===== src/rtl/red_pitaya_fads_sort_sched_if.sv =====
// red_pitaya_fads_sort_sched_if: system bus bundle between bus master and the sort scheduler
interface red_pitaya_fads_sort_sched_if;
  logic [31:0] sys_addr;
  logic [31:0] sys_wdata;
  logic [3:0]  sys_sel;
  logic        sys_wen;
  logic        sys_ren;
  logic [31:0] sys_rdata;
  logic        sys_err;
  logic        sys_ack;
  modport master (output sys_addr, sys_wdata, sys_sel, sys_wen, sys_ren, input sys_rdata, sys_err, sys_ack);
  modport slave (input sys_addr, sys_wdata, sys_sel, sys_wen, sys_ren, output sys_rdata, sys_err, sys_ack);
endinterface


===== src/rtl/red_pitaya_fads_sort_sched.sv =====
// red_pitaya_fads_sort_sched: queues positive droplets and fires ordered delayed sort pulses; FADS_SCHED_MANUAL_EN adds a manual push at 0x1C
module red_pitaya_fads_sort_sched #(
  parameter int QDW = 3,
  parameter int TSW = 32
) (
  input  logic adc_clk_i,
  input  logic adc_rstn_i,
  input  logic drop_done_i,
  input  logic drop_pos_i,
  output logic sort_trig,
  output logic sched_busy_o,
  red_pitaya_fads_sort_sched_if.slave bus
);
  typedef enum logic [1:0] {IDLE = 2'd0, ARMED = 2'd1, FIRE = 2'd2, GAP = 2'd3} state_t;
  localparam int QN = 1 << QDW;
  localparam logic [TSW-1:0] HALF = {1'b1, {(TSW-1){1'b0}}};
  state_t state_q, state_d;
  logic [TSW-1:0] ts_q, ts_d, delay_q, delay_d, width_q, width_d, gap_q, gap_d;
  logic [TSW-1:0] tmr_q, tmr_d, sort_cnt_q, sort_cnt_d, ovf_cnt_q, ovf_cnt_d, head, wmax;
  logic [TSW-1:0] mem_q [QN];
  logic [TSW-1:0] mem_d [QN];
  logic [TSW:0] ovf_sum;
  logic [QDW:0] wp_q, wp_d, rp_q, rp_d, fill;
  logic [31:0] rdata_q, rdata_d;
  logic [19:0] a;
  logic en_q, en_d, trig_q, trig_d, ack_q, ack_d;
  logic wr, ctrl_wr, abort, clr, empty, full, due, req, extra, launch, fired, push, pop, lost;
  logic unused;
  assign unused = ^{bus.sys_sel, bus.sys_addr[31:20]};
  assign sort_trig = trig_q;
  assign sched_busy_o = !empty || state_q != IDLE;
  assign bus.sys_rdata = rdata_q;
  assign bus.sys_ack = ack_q;
  assign bus.sys_err = 1'b0;
  always_comb begin
    a = bus.sys_addr[19:0];
    wr = bus.sys_wen;
    ctrl_wr = wr && a == 20'h0;
    abort = ctrl_wr && !bus.sys_wdata[0];
    clr = ctrl_wr && bus.sys_wdata[1];
    fill = wp_q - rp_q;
    empty = fill == '0;
    full = fill[QDW];
    head = mem_q[rp_q[QDW-1:0]];
    due = !empty && (ts_q - head) < HALF;
    wmax = width_q == '0 ? TSW'(1) : width_q;
`ifdef FADS_SCHED_MANUAL_EN
    req = en_q && ((drop_done_i && drop_pos_i) || (wr && a == 20'h1C));
    extra = en_q && drop_done_i && drop_pos_i && wr && a == 20'h1C && !abort;
`else
    req = en_q && drop_done_i && drop_pos_i;
    extra = 1'b0;
`endif
    launch = due && (state_q == ARMED || (state_q == GAP && tmr_q == TSW'(1)));
    fired = state_q == FIRE && tmr_q == TSW'(1);
    pop = launch && !abort;
    trig_d = !abort && (launch || (trig_q && !fired));
    tmr_d = launch ? wmax : fired ? gap_q : tmr_q - TSW'(1);
    state_d = abort ? IDLE : launch ? FIRE : fired ? (gap_q == '0 ? IDLE : GAP) :
              (state_q == IDLE && !empty) ? ARMED : (state_q == GAP && tmr_q == TSW'(1)) ? IDLE : state_q;
    push = req && !abort && (!full || pop);
    lost = req && !abort && full && !pop;
    wp_d = abort ? '0 : wp_q + (QDW+1)'(push);
    rp_d = abort ? '0 : rp_q + (QDW+1)'(pop);
    mem_d = mem_q;
    if (push) mem_d[wp_q[QDW-1:0]] = ts_q + delay_q;
    ts_d = ts_q + TSW'(1);
    ovf_sum = {1'b0, ovf_cnt_q} + (TSW+1)'(lost) + (TSW+1)'(extra);
    ovf_cnt_d = clr ? '0 : ovf_sum[TSW] ? '1 : ovf_sum[TSW-1:0];
    sort_cnt_d = clr ? '0 : sort_cnt_q + TSW'(fired && !abort);
    en_d = ctrl_wr ? bus.sys_wdata[0] : en_q;
    delay_d = (wr && a == 20'h4) ? TSW'(bus.sys_wdata) : delay_q;
    width_d = (wr && a == 20'h8) ? TSW'(bus.sys_wdata) : width_q;
    gap_d = (wr && a == 20'hC) ? TSW'(bus.sys_wdata) : gap_q;
    ack_d = bus.sys_wen || bus.sys_ren;
    rdata_d = !bus.sys_ren ? 32'h0 : a == 20'h0 ? {31'h0, en_q} : a == 20'h4 ? 32'(delay_q) :
              a == 20'h8 ? 32'(width_q) : a == 20'hC ? 32'(gap_q) :
              a == 20'h10 ? ((32'(state_q) << 16) | 32'(fill)) :
              a == 20'h14 ? 32'(sort_cnt_q) : a == 20'h18 ? 32'(ovf_cnt_q) : 32'h0;
  end
  always_ff @(posedge adc_clk_i or negedge adc_rstn_i) begin
    if (!adc_rstn_i) begin
      state_q <= IDLE;
      ts_q <= '0;
      delay_q <= TSW'(1250);
      width_q <= TSW'(125);
      gap_q <= '0;
      tmr_q <= '0;
      sort_cnt_q <= '0;
      ovf_cnt_q <= '0;
      wp_q <= '0;
      rp_q <= '0;
      mem_q <= '{default: '0};
      en_q <= 1'b0;
      trig_q <= 1'b0;
      ack_q <= 1'b0;
      rdata_q <= '0;
    end else begin
      state_q <= state_d;
      ts_q <= ts_d;
      delay_q <= delay_d;
      width_q <= width_d;
      gap_q <= gap_d;
      tmr_q <= tmr_d;
      sort_cnt_q <= sort_cnt_d;
      ovf_cnt_q <= ovf_cnt_d;
      wp_q <= wp_d;
      rp_q <= rp_d;
      mem_q <= mem_d;
      en_q <= en_d;
      trig_q <= trig_d;
      ack_q <= ack_d;
      rdata_q <= rdata_d;
    end
  end
endmodule


===== src/flat_wrapper.sv =====
// flat-port wrapper written by rule: the top's interface ports become plain ports
module red_pitaya_fads_sort_sched_flat 
#(
  parameter int QDW = 3,
  parameter int TSW = 32
)
  (adc_clk_i, adc_rstn_i, drop_done_i, drop_pos_i, sort_trig, sched_busy_o, bus_sys_addr, bus_sys_wdata, bus_sys_sel, bus_sys_wen, bus_sys_ren, bus_sys_rdata, bus_sys_err, bus_sys_ack);
  red_pitaya_fads_sort_sched_if bus_i ();
  input  logic adc_clk_i;
  input  logic adc_rstn_i;
  input  logic drop_done_i;
  input  logic drop_pos_i;
  output logic sort_trig;
  output logic sched_busy_o;
  input wire logic [$bits(bus_i.sys_addr)-1:0] bus_sys_addr;
  input wire logic [$bits(bus_i.sys_wdata)-1:0] bus_sys_wdata;
  input wire logic [$bits(bus_i.sys_sel)-1:0] bus_sys_sel;
  input wire logic [$bits(bus_i.sys_wen)-1:0] bus_sys_wen;
  input wire logic [$bits(bus_i.sys_ren)-1:0] bus_sys_ren;
  output wire logic [$bits(bus_i.sys_rdata)-1:0] bus_sys_rdata;
  output wire logic [$bits(bus_i.sys_err)-1:0] bus_sys_err;
  output wire logic [$bits(bus_i.sys_ack)-1:0] bus_sys_ack;
  assign bus_i.sys_addr = bus_sys_addr;
  assign bus_i.sys_wdata = bus_sys_wdata;
  assign bus_i.sys_sel = bus_sys_sel;
  assign bus_i.sys_wen = bus_sys_wen;
  assign bus_i.sys_ren = bus_sys_ren;
  assign bus_sys_rdata = bus_i.sys_rdata;
  assign bus_sys_err = bus_i.sys_err;
  assign bus_sys_ack = bus_i.sys_ack;
  red_pitaya_fads_sort_sched #(.QDW(QDW), .TSW(TSW)) u_core (.adc_clk_i(adc_clk_i), .adc_rstn_i(adc_rstn_i), .drop_done_i(drop_done_i), .drop_pos_i(drop_pos_i), .sort_trig(sort_trig), .sched_busy_o(sched_busy_o), .bus(bus_i));
endmodule

===== config.mk =====
export PLATFORM = sky130hd
export DESIGN_NAME = red_pitaya_fads_sort_sched_flat
export DESIGN_NICKNAME = d
export VERILOG_FILES = /design/src/rtl/red_pitaya_fads_sort_sched_if.sv /design/src/rtl/red_pitaya_fads_sort_sched.sv /design/src/flat_wrapper.sv
export SDC_FILE = /design/constraint.sdc
export NUM_CORES = 1
export LEC_CHECK = 0
export ABC_AREA = 1
export ABC_CLOCK_PERIOD_IN_PS = 9600
export BUFFER_PORTS_ARGS = -buffer_cell sky130_fd_sc_hd__buf_4
export CELL_PAD_IN_SITES_DETAIL_PLACEMENT = 1
export CELL_PAD_IN_SITES_GLOBAL_PLACEMENT = 2
export CORE_MARGIN = 4
export CORE_UTILIZATION = 41
export DETAILED_ROUTE_END_ITERATION = 6
export PLACE_DENSITY = 0.95
export REMOVE_ABC_BUFFERS = 1
export SKIP_LAST_GASP = 1
export SLEW_MARGIN = 25
export SYNTH_ARGS = -nofsm -noshare
export SYNTH_HDL_FRONTEND = slang
export SYNTH_SLANG_ARGS = --single-unit

===== constraint.sdc =====
create_clock -name adc_clk_i -period 9.6 [get_ports adc_clk_i]
set_clock_uncertainty 0.05 [all_clocks]
set_input_delay 0.96 -clock adc_clk_i [delete_from_list [all_inputs] [get_ports adc_clk_i]]
set_output_delay 0.96 -clock adc_clk_i [all_outputs]
set_load 0.02 [all_outputs]

==> metrics.md <==
| Metric | Value |
|---|---|
| Status | finished clean |
| Total number of vias | 26.4k |
| MaxCap Viol Count | 0 |
| Mapped Avg Cell Area | 7.96 um2 |
| Initial antenna violation count | 1 |
| Vias in the first global route | 26.8k |
| Crit path max-delay cell type | clkinv_2 |
| Iter 0 DRT Violations | between 2k and 2.5k |
| Part of the cycle the worst path needs | 78.2% |
| Hold Fails Final Rpt | 0 |
| Arrival time at the worst endpoint | 8.03 ns |
| Final Cell Area | 31900 um2 |
| Slew Limit Headroom | about 27% |
| Flops & latches, synth | 525 |
| Die Ht | approximately 270 um |
| H-tree depth | 2 |
| Setup TNS | 0 ns |
| Finished Layout Cells | between 4k and 5k |
| Area Growth Syn to Fin | 10.9% |
| CORE AREA | 69100 um2 |
| Hold_buf cts | 0 |
| Port bufs | 92 |
| Die area | 74500 um2 |
| Gate Count Post-Synth | 3614 |
| Post-synth EDFFs | 0 |
| Req. time, crit path | 10.12 ns |
| Final setup viols | 0 |
| Unrepaired setup endpoints after global routing | no |
| Overflow after GRT | 0 |
| Library cells used by synthesis | 52 |
| Global-route usage over all layers | 26.6% |
| I/O pin count | 110 |
| Row count | 96 |
| Worst skew pair latency | ~0.64 ns |
| Die Wd | 273 um |
| Routed wire length per instance | ~22 um |
| WS Path Type | flop to flop |
| Post-Route WL | 100000 um |
| Fmax | 133 MHz |
| DRC Markers | 0 |
| Register area share after synthesis | 45.7% |
| CP Launch Type | flop |
| Clock tree root buffer cell | clkbuf_16 |
| Clock Pin Slew Worst Setup and Hold Paths | 0.06 ns |
| Pin count of the biggest net entering global routing | 133 |
| Max clock buf depth | 3 |
| Share of cells above drive strength 1 | 8.28% |
| Placed cell count | 4458 |
| Most used DFF post-synth | dfrtp_1 |
| Reg power frac | roughly a third |
| Switching pwr | 3.47 mW |
| Peak VDD IR | between 0.3 and 0.4 mV |
| Post-DRT Antenna Nets | 0 |
| Drt via density | 5.78 |
| Crit-path max cell delay | around 0.9 ns |
| TritonCTS clock tree | yes |
| Final #Nets | between 3k and 4k |
| CTS resizes | 0 |
| Ys async rst share | 100% |
| Setup Buffers After CTS | 0 |
| First-pass GRT wire length | 158000 um |
| Mapped cell area | ~29000 um2 |
| P_leak | around 16 nW |
| Starting Density | 41.6% |
| Cell Area, Placed | 30000 um2 |
| TritonRoute pass-1 iters | 5 |
| Commonest cells after routing, fill and taps aside | nand2_1 (893), dfrtp_1 (511), o21ai_0 (428) |
| Crit path max fanout | 62 |
| Clock Power Share | 28.9% |
| Combinational share of power | around 39% |
| Min cycle time layout | 7.51 ns |
| Synth Warn # | 0 |
| Final Max Tran Viols | 0 |
| Power Internal | 4.45 mW |
| Critical Path End Type | flop |
| Clk sinks | 525 |
| Total CTS buffers | 59 |
| Measured slew at the worst slew-check pin | 1.09 ns |
| Sw Share | 43.8% |
| Commonest non-fill, non-tap cell in the layout | nand2_1 |
| Estimated wirelength of the detail-placed design | about 63000 um |
| HP Class | input port to async pin |
| GPL Wtd Cong | 0.888 |
| Pwr dens | 248 nW/um2 |
[sequential cells by signal (all words and copies together), names as in the netlist]
signal and count:
u_core.gap_q 32, u_core.width_q 32, u_core.state_q 2, u_core.rp_q 4, u_core.ovf_cnt_q 32, u_core.bus.sys_rdata 32, u_core.en_q 1, u_core.delay_q 32
u_core.bus.sys_ack 1, u_core.mem_q 256, u_core.sort_cnt_q 32, u_core.sort_trig 1, u_core.ts_q 32, u_core.tmr_q 32, u_core.wp_q 4
[synth_stat cells (32+ instances only)]
library cell  instances  share of area (%)
o21ai_0             428                7.4
o211ai_1             49                1.3
nor3_1               53               0.92
nor4_1               35               0.76
o22ai_1              32               0.70
inv_1               302                3.9
xnor2_1              34                1.0
o221ai_1             58                1.8
buf_2                49               0.85
nand4_1             298                6.5
nand3_1              66                1.1
clkbuf_1            141                1.8
nand2_1             894                 12
xor2_1               73                2.2
dfrtp_1             514                 45
nor2_1              261                3.4
a21oi_1             101                1.8
ha_1                 75                3.3
[cell type report]
class                           count  area, um2
Antenna cell                        1       2.50
Clock buffer                       91       1780
Clock inverter                     17        150
Fill cell                        8405      37200
Inverter                          315       1190
Multi-Input combinational cell   2549      13400
Sequential cell                   525      13200
Tap cell                          931       1160
Timing Repair Buffer              138       1060
[logic make-up (layout without fill, tap and decap cells)]
| group | count (synthesis) | in the layout | share of synthesized area [%] |
|---|---|---|---|
| other cells | 1 | 2 | 0.0130 |
| compound gates | 727 | 727 | 14.3 |
| buf+inv | 540 | 561 | 8.05 |
| xor+xnor | 107 | 107 | 3.26 |
| flops | 525 | 525 | 45.7 |
| fa+ha+maj | 77 | 77 | 3.40 |
| mux | 2 | 2 | 0.0783 |
| simple gates | 1635 | 1635 | 25.2 |
[worst paths after layout]
check                             startpoint                  endpoint  slack, ns  depth (start not counted)
setup / recovery              u_core.rp_q[0]      u_core.ovf_cnt_q[27]       2.09                         31
hold / removal                    adc_rstn_i   u_core.bus.sys_rdata[7]       0.32                          1
setup reg to reg              u_core.rp_q[0]      u_core.ovf_cnt_q[27]       2.09                         31
hold reg to reg            u_core.mem_q[200]         u_core.mem_q[200]       0.42                          2
max in group asynchronous         adc_rstn_i  u_core.bus.sys_rdata[27]       7.09                          3
min in group adc_clk_i     u_core.mem_q[200]         u_core.mem_q[200]       0.42                          2
[power groups by stage]
stage	Clock, mW	Sequential (mW)	Combinational [mW]
global route	2.41	2.59	3.35
detailed placement	0	2.60	3.02
global placement	0	2.59	2.97
finish	2.28	2.57	3.07
CTS	2.32	2.56	3.05
floorplan	0	2.61	1.74
[routing by layer]
metal	GRT usage, %	share of wire (%)	vias up
li1	-	-	12200
met1	37.9	46	13400
met2	43.5	47	675
met3	2.74	4.9	158
met4	7.16	2.6	0
met5	0	0	-
[metrics by stage]
step	utilization (%)	hold slack, ns	power, mW	setup slack (ns)
finish	46.2	0.324	7.92	2.09
floorplan	-	0.387	4.34	0.377
detailed placement	43.4	0.403	5.62	2.15
CTS	46.2	0.367	7.93	2.02
global route	46.2	0.414	8.35	1.41
global placement	43.4	0.398	5.56	2.24
[critical path: cells and delay by family, from the launching register on]
kind,cells,cell delay [ns]
adder cells (fa/ha/maj),2,0.46
AND/OR/NAND/NOR,14,2.40
buffers and inverters,7,2.11
flip-flops,1,0.84
AO/OA/AOI/OAI,8,1.52
Note: power is estimated with default switching activity, not from simulation.
